[src/rtl/approx_minmax_tracker.sv]
// approx_minmax_tracker
//
// Streaming reduction stage. It takes pixels over a valid/ready handshake and
// reduces each frame of FRAME_LEN pixels to a running maximum and minimum. It
// then presents one (max, min) result per frame over a second valid/ready
// handshake.
//
// Each non-first pixel is compared against the stored max and min. The compare
// runs MSB-first, one 2-bit slice per cycle, using the approximate slice
// function. The first slice that reports greater or less decides the outcome,
// and the remaining slices are ignored.
//
// Build option:
//   APPROX_TRACKER_EXACT_CMP_EN - when defined, the approximate slice function
//   is replaced by an exact 2-bit magnitude compare. The tracker then reports
//   the true max/min. Timing and handshake are unchanged.
//
// Parameters:
//   PIX_W     pixel width, even and >= 2
//   FRAME_LEN pixels per frame, >= 1
//   CNT_W     pixel counter width, 2**CNT_W > FRAME_LEN
//
// Ports:
//   clk, rst   clock and synchronous active-high reset
//   in_valid   upstream offers in_pix
//   in_ready   block can accept a pixel (IDLE only)
//   in_pix     pixel value, held by upstream until accepted
//   out_valid  frame result available (OUT state)
//   out_ready  downstream consumes the result
//   out_max    frame maximum (approximate unless exact build)
//   out_min    frame minimum (approximate unless exact build)
//   busy       high in every state except IDLE

module approx_minmax_tracker #(
    parameter int PIX_W     = 8,
    parameter int FRAME_LEN = 64,
    parameter int CNT_W     = 7
) (
    input  logic             clk,
    input  logic             rst,
    input  logic             in_valid,
    output logic             in_ready,
    input  logic [PIX_W-1:0] in_pix,
    output logic             out_valid,
    input  logic             out_ready,
    output logic [PIX_W-1:0] out_max,
    output logic [PIX_W-1:0] out_min,
    output logic             busy
);

    localparam int NSLICE = PIX_W / 2;
    localparam int IDX_W  = (NSLICE > 1) ? $clog2(NSLICE) : 1;
    localparam logic [IDX_W-1:0] IDX_TOP   = IDX_W'(NSLICE - 1);
    localparam logic [CNT_W-1:0] CNT_FRAME = CNT_W'(FRAME_LEN);

    typedef enum logic [2:0] {
        S_IDLE,
        S_LOAD,
        S_CMP,
        S_UPDATE,
        S_OUT
    } state_t;

    state_t state, state_next;

    logic [PIX_W-1:0] px;
    logic [PIX_W-1:0] max_q;
    logic [PIX_W-1:0] min_q;
    logic [PIX_W-1:0] out_max_q;
    logic [PIX_W-1:0] out_min_q;
    logic [CNT_W-1:0] count;
    logic [IDX_W-1:0] idx;

    // Sticky compare flags: once a slice decides, later slices are ignored.
    logic max_dec, max_gt;
    logic min_dec, min_lt;

    // Returns {H, L} for one slice. X is the pixel slice and Y the stored
    // slice. H and L are never both set. Neither set means the slice is equal.
    function automatic logic [1:0] slice_cmp(input logic [1:0] x, input logic [1:0] y);
        logic h;
        logic l;
`ifdef APPROX_TRACKER_EXACT_CMP_EN
        h = (x > y);
        l = (x < y);
`else
        h = (x[0] & ~y[1]) | (x[1] & ~y[1]) | (x[1] & ~y[0]);
        l = ~x[1] & y[1];
`endif
        return {h, l};
    endfunction

    logic [1:0]       px_sl, max_sl, min_sl;
    logic [1:0]       max_hl, min_hl;
    logic [PIX_W-1:0] max_next, min_next;
    logic [CNT_W-1:0] count_inc;
    logic             frame_done;

    // Slice selection for the current index and the values UPDATE would
    // commit. frame_done is only meaningful in UPDATE.
    always_comb begin
        px_sl      = px[{idx, 1'b0} +: 2];
        max_sl     = max_q[{idx, 1'b0} +: 2];
        min_sl     = min_q[{idx, 1'b0} +: 2];
        max_hl     = slice_cmp(px_sl, max_sl);
        min_hl     = slice_cmp(px_sl, min_sl);
        max_next   = max_gt ? px : max_q;
        min_next   = min_lt ? px : min_q;
        count_inc  = count + CNT_W'(1);
        frame_done = (count_inc == CNT_FRAME);
    end

    // State register.
    always_ff @(posedge clk) begin
        if (rst) begin
            state <= S_IDLE;
        end else begin
            state <= state_next;
        end
    end

    // Next-state and handshake outputs.
    always_comb begin
        state_next = state;
        in_ready   = 1'b0;
        out_valid  = 1'b0;
        busy       = 1'b1;
        case (state)
            S_IDLE: begin
                in_ready = 1'b1;
                busy     = 1'b0;
                if (in_valid) begin
                    state_next = (count == '0) ? S_LOAD : S_CMP;
                end
            end
            S_LOAD: begin
                state_next = (FRAME_LEN == 1) ? S_OUT : S_IDLE;
            end
            S_CMP: begin
                if (idx == '0) begin
                    state_next = S_UPDATE;
                end
            end
            S_UPDATE: begin
                state_next = frame_done ? S_OUT : S_IDLE;
            end
            S_OUT: begin
                out_valid = 1'b1;
                if (out_ready) begin
                    state_next = S_IDLE;
                end
            end
            default: begin
                state_next = S_IDLE;
            end
        endcase
    end

    // Datapath. The output registers are loaded only when a frame completes.
    // They therefore stay stable through OUT and hold afterwards.
    always_ff @(posedge clk) begin
        if (rst) begin
            px        <= '0;
            max_q     <= '0;
            min_q     <= '0;
            out_max_q <= '0;
            out_min_q <= '0;
            count     <= '0;
            idx       <= '0;
            max_dec   <= 1'b0;
            max_gt    <= 1'b0;
            min_dec   <= 1'b0;
            min_lt    <= 1'b0;
        end else begin
            case (state)
                S_IDLE: begin
                    if (in_valid) begin
                        px  <= in_pix;
                        idx <= IDX_TOP;
                    end
                end
                S_LOAD: begin
                    max_q <= px;
                    min_q <= px;
                    count <= CNT_W'(1);
                    if (FRAME_LEN == 1) begin
                        out_max_q <= px;
                        out_min_q <= px;
                    end
                end
                S_CMP: begin
                    if (!max_dec && (max_hl != 2'b00)) begin
                        max_dec <= 1'b1;
                        max_gt  <= max_hl[1];
                    end
                    if (!min_dec && (min_hl != 2'b00)) begin
                        min_dec <= 1'b1;
                        min_lt  <= min_hl[0];
                    end
                    if (idx != '0) begin
                        idx <= idx - IDX_W'(1);
                    end
                end
                S_UPDATE: begin
                    max_q   <= max_next;
                    min_q   <= min_next;
                    count   <= count_inc;
                    max_dec <= 1'b0;
                    max_gt  <= 1'b0;
                    min_dec <= 1'b0;
                    min_lt  <= 1'b0;
                    if (frame_done) begin
                        out_max_q <= max_next;
                        out_min_q <= min_next;
                    end
                end
                S_OUT: begin
                    if (out_ready) begin
                        count <= '0;
                    end
                end
                default: begin
                    count <= '0;
                end
            endcase
        end
    end

    assign out_max = out_max_q;
    assign out_min = out_min_q;

endmodule

[config.mk]
export PLATFORM = sky130hd
export DESIGN_NAME = approx_minmax_tracker
export DESIGN_NICKNAME = d
export VERILOG_FILES = /design/src/rtl/approx_minmax_tracker.sv
export SDC_FILE = /design/constraint.sdc
export NUM_CORES = 1
export LEC_CHECK = 0
export CORE_MARGIN = 2
export CORE_UTILIZATION = 41
export CTS_CLUSTER_SIZE = 25
export DETAILED_ROUTE_END_ITERATION = 6
export HOLD_SLACK_MARGIN = 0.15
export SYNTH_ARGS = -nofsm -noshare
export SYNTH_HDL_FRONTEND = slang
export SYNTH_SLANG_ARGS = --single-unit
[constraint.sdc]
create_clock -name clk -period 2.7 [get_ports clk]
set_input_delay 0.405 -clock clk [delete_from_list [all_inputs] [get_ports clk]]
set_output_delay 0.405 -clock clk [all_outputs]
set_load 0.1 [all_outputs]
==> metrics <==
status complete, no violations; Post-Synth Simple-Gate Area 20.7%; Arr. time, crit path 2.42 ns; async set-or-reset flop fraction in the synthesized netlist 0%; Most Frequent Cell on Critical Path o21a_1; compound-cell area share of the yosys netlist 13.5%; max-slew violation count 0; worst flop-to-flop path startpoint count[0]; switch share 37.4%; Final HPWL DP 4480 µm; Seq cells post-synth 56; clock latency on the worst-skew pair 0.31 ns; Reg clk slew, reported paths 0.10 ns; Worst Path Max Fanout 17; Tcrit/Tclk final 81.9%; worst reg2reg path endpoint state[2]; clock root buffer clkbuf_8; first-pass GRT wire length 10700 µm; critical-path cell list ha_1, nand3_2, o21a_1, o211ai_2, nor2_2, o21a_1; postcts setup bufs 0; Cells after Synth 308; crit path from count[0]; Yosys cell types 49; Post-Synth Adder-Cell Area 1.80%; Post-synth EDFFs 0; drt wl/cell 15.5 µm; Crit Path Class reg -> reg; die area 0.00744 mm²; core area 0.00646 mm²; Hold Path End out_min[6]; Main synth FF type dfxtp_1; I/O Pins 31; hold crit path type reg -> reg; largest family of logic cells by synthesized area simple AND/OR/NAND/NOR gates; GRT Total Usage 18.0%; Vias/cell 5.51; Worst Min Path Start out_min[6]; Initial Util 42.9%; Die Span X 86.3 µm; number of fill cells in the layout 651; Final setup viols 0; Synth area leader dfxtp_1; layout cells sized above 1 15.4%; cts repair resizes 0; XOR/XNOR Fraction of Synth Area 0.947%; Peak VDD IR 0.000650 V; Synth Net Count 324; max incr delay on CP 0.49 ns; required time worst endpoint 2.91 ns; post-route minimum period 2.21 ns; Starting DRT DRC Count 163; initial antenna violation count 0; Total Routed Length 6320 µm; drt pass-1 iters 4; mux share of post-synthesis cell area 17.2%; top post-synthesis cells by area dfxtp_1, mux2i_1, nand2_1; RSZ-0062 raised after global routing no; worst-margin pin slew 0.654 ns; synthesized area 0.00277 mm²; critical path's slowest cell o211ai_2; PD cells 702 mW/mm²; DRC Markers 0; syn avg cell area 9.01 µm²; Pint 0.00139 W; Sink Count 56; Slew headroom 56.4%; Worst Skew 0.0120 ns; remaining antenna violation count 0; final hold vios 0; Startpoint Class register; Pleak 1.08 nW; Nets 346; CTS Buf Count 5; CTS max path bufs 2; max-cap check violation count 0; Vias 2247; Final WS setup 0.490 ns; Place WS 0.225 ns; Final Wtd Congestion 0.824; Cell Area, Placed 0.00307 mm²; IO buf count 30; Warnings, synthesis 0; area share of the largest cell type after synthesis 40.4%; Psw 0.000830 W; vias in the first global route 2098; sequential area share after synthesis 40.4%; Setup Total Neg Slack 0 ns; # hold bufs at CTS 0; register share of total power 45.6%; Max H-tree Level 2; Clk network pwr share 20.7%; die height 86.3 µm; Crit. End Element register; cell row count 29; # diodes 0; path depth of the worst reg2reg path 6; power share of the combinational group 33.7%; largest net degree at the start of global routing 37; reg2reg setup slack 0.49 ns; CTS tree built; hold path depth 2; Area Growth Syn to Fin 14.0%; design area 0.00316 mm²; gr ovfl total 0; f_max 0.452 GHz
==> synthesized netlist by cell type (2+ instances only) <==
master    instances
a21oi_1          18
a21oi_2           2
and2_1            2
buf_2             5
buf_6             3
clkbuf_1         10
clkbuf_2          2
dfxtp_1          56
ha_1              4
inv_1            10
mux2i_1          33
mux4_2            6
nand2_1          40
nand3_1           5
nand3_2           2
nand3b_1          2
nor2_1           31
nor2b_1           2
nor3_1            2
nor3b_1           2
o21a_1            3
o21ai_0          22
o22ai_1           2
or3_1             2
or4_1            17
xnor2_1           2
==> metal layers <==
layer	GRT usage [%]	wire [µm]	vias up
met5	0	0	-
met4	5.11	100	0
met3	2.95	212	8
met2	28.1	2910	36
met1	25.9	3090	1060
li1	-	-	1143
==> cell families (layout without fill, tap and decap cells) <==
logic type      count (synthesis)  count (layout)
compound gates                 61              61
xor+xnor                        3               3
fa+ha+maj                       4               4
buf+inv                        31              54
flops                          56              56
mux                            40              40
simple gates                  113             113
==> sequential cells by signal, indices dropped and copies added, names as in the netlist <==
name and flops:
min_q 8, count 7, min_dec 1, state 3, min_lt 1, idx 2, max_q 8, out_min 8
px 8, out_max 8, max_gt 1, max_dec 1
==> area by class of cell <==
type / count / area, µm² / area share (%)
multi-input combinational: 221 / 1510 / 47.7
timing repair buffer: 36 / 310 / 9.81
sequential: 56 / 1120 / 35.4
tap: 77 / 96.3 / 3.05
inverter: 10 / 37.5 / 1.19
clock inverter: 3 / 18.8 / 0.593
clock buffer: 5 / 68.8 / 2.18
==> power by group through the flow <==
stage / registers, W / logic, W / clock network (W)
after floorplan: 0.000968 / 0.000613 / 0
after global placement: 0.00103 / 0.000745 / 0
after detailed placement: 0.00103 / 0.000749 / 0
after CTS: 0.00101 / 0.000752 / 0.000478
after global routing: 0.00103 / 0.000814 / 0.000509
final: 0.00101 / 0.000748 / 0.000459
==> worst max-delay path by stage <==
| stage | end | slack (ns) | cells after the start |
|---|---|---|---|
| floorplan | px[0] | 0.14 | 6 |
| global placement | out_max[4] | 0.37 | 6 |
| detailed placement | out_max[3] | 0.22 | 6 |
| CTS | out_max[3] | 0.19 | 6 |
| global route | out_max[3] | 0.25 | 6 |
| finish | state[2] | 0.49 | 6 |
==> placed cells by master, fill, tap and decap left out, types with 2 or more instances in the layout <==
cell type,netlist,routed
a21oi_1,18,18
a21oi_2,2,2
and2_1,2,2
buf_4,1,24
clkbuf_8,0,5
clkdlybuf4s50_1,0,11
clkinv_2,0,2
dfxtp_1,56,56
ha_1,4,4
inv_1,10,10
mux2i_1,33,33
mux4_2,6,6
nand2_1,40,40
nand3_1,5,5
nand3_2,2,2
nand3b_1,2,2
nor2_1,31,30
nor2b_1,2,2
nor3_1,2,2
o21a_1,3,3
o21ai_0,22,22
o22ai_1,2,2
or4_1,17,17
xnor2_1,2,2
==> worst max-delay path, delay by kind of cell (launching register included) <==
kind,cells,cell delay (ns)
DFF,1,0.46
AOI/OAI and AO/OA,3,0.95
adders and majority gates,1,0.29
and+or+nand+nor,2,0.42
==> stage by stage <==
| stage | std cells | utilization, % | hold WS, ns | total power (W) |
|---|---|---|---|---|
| 3_3_place_gp | 400 | 47.6 | 0.450 | 0.00177 |
| 2_1_floorplan | 308 | - | 0.458 | 0.00158 |
| 6_report | 408 | 49.0 | 0.465 | 0.00222 |
| 4_1_cts | 408 | 48.9 | 0.472 | 0.00224 |
| 3_5_place_dp | 400 | 47.6 | 0.455 | 0.00178 |
| 5_1_grt | 408 | 49.0 | 0.497 | 0.00235 |
No activity file was read; power rests on OpenSTA's default activity.
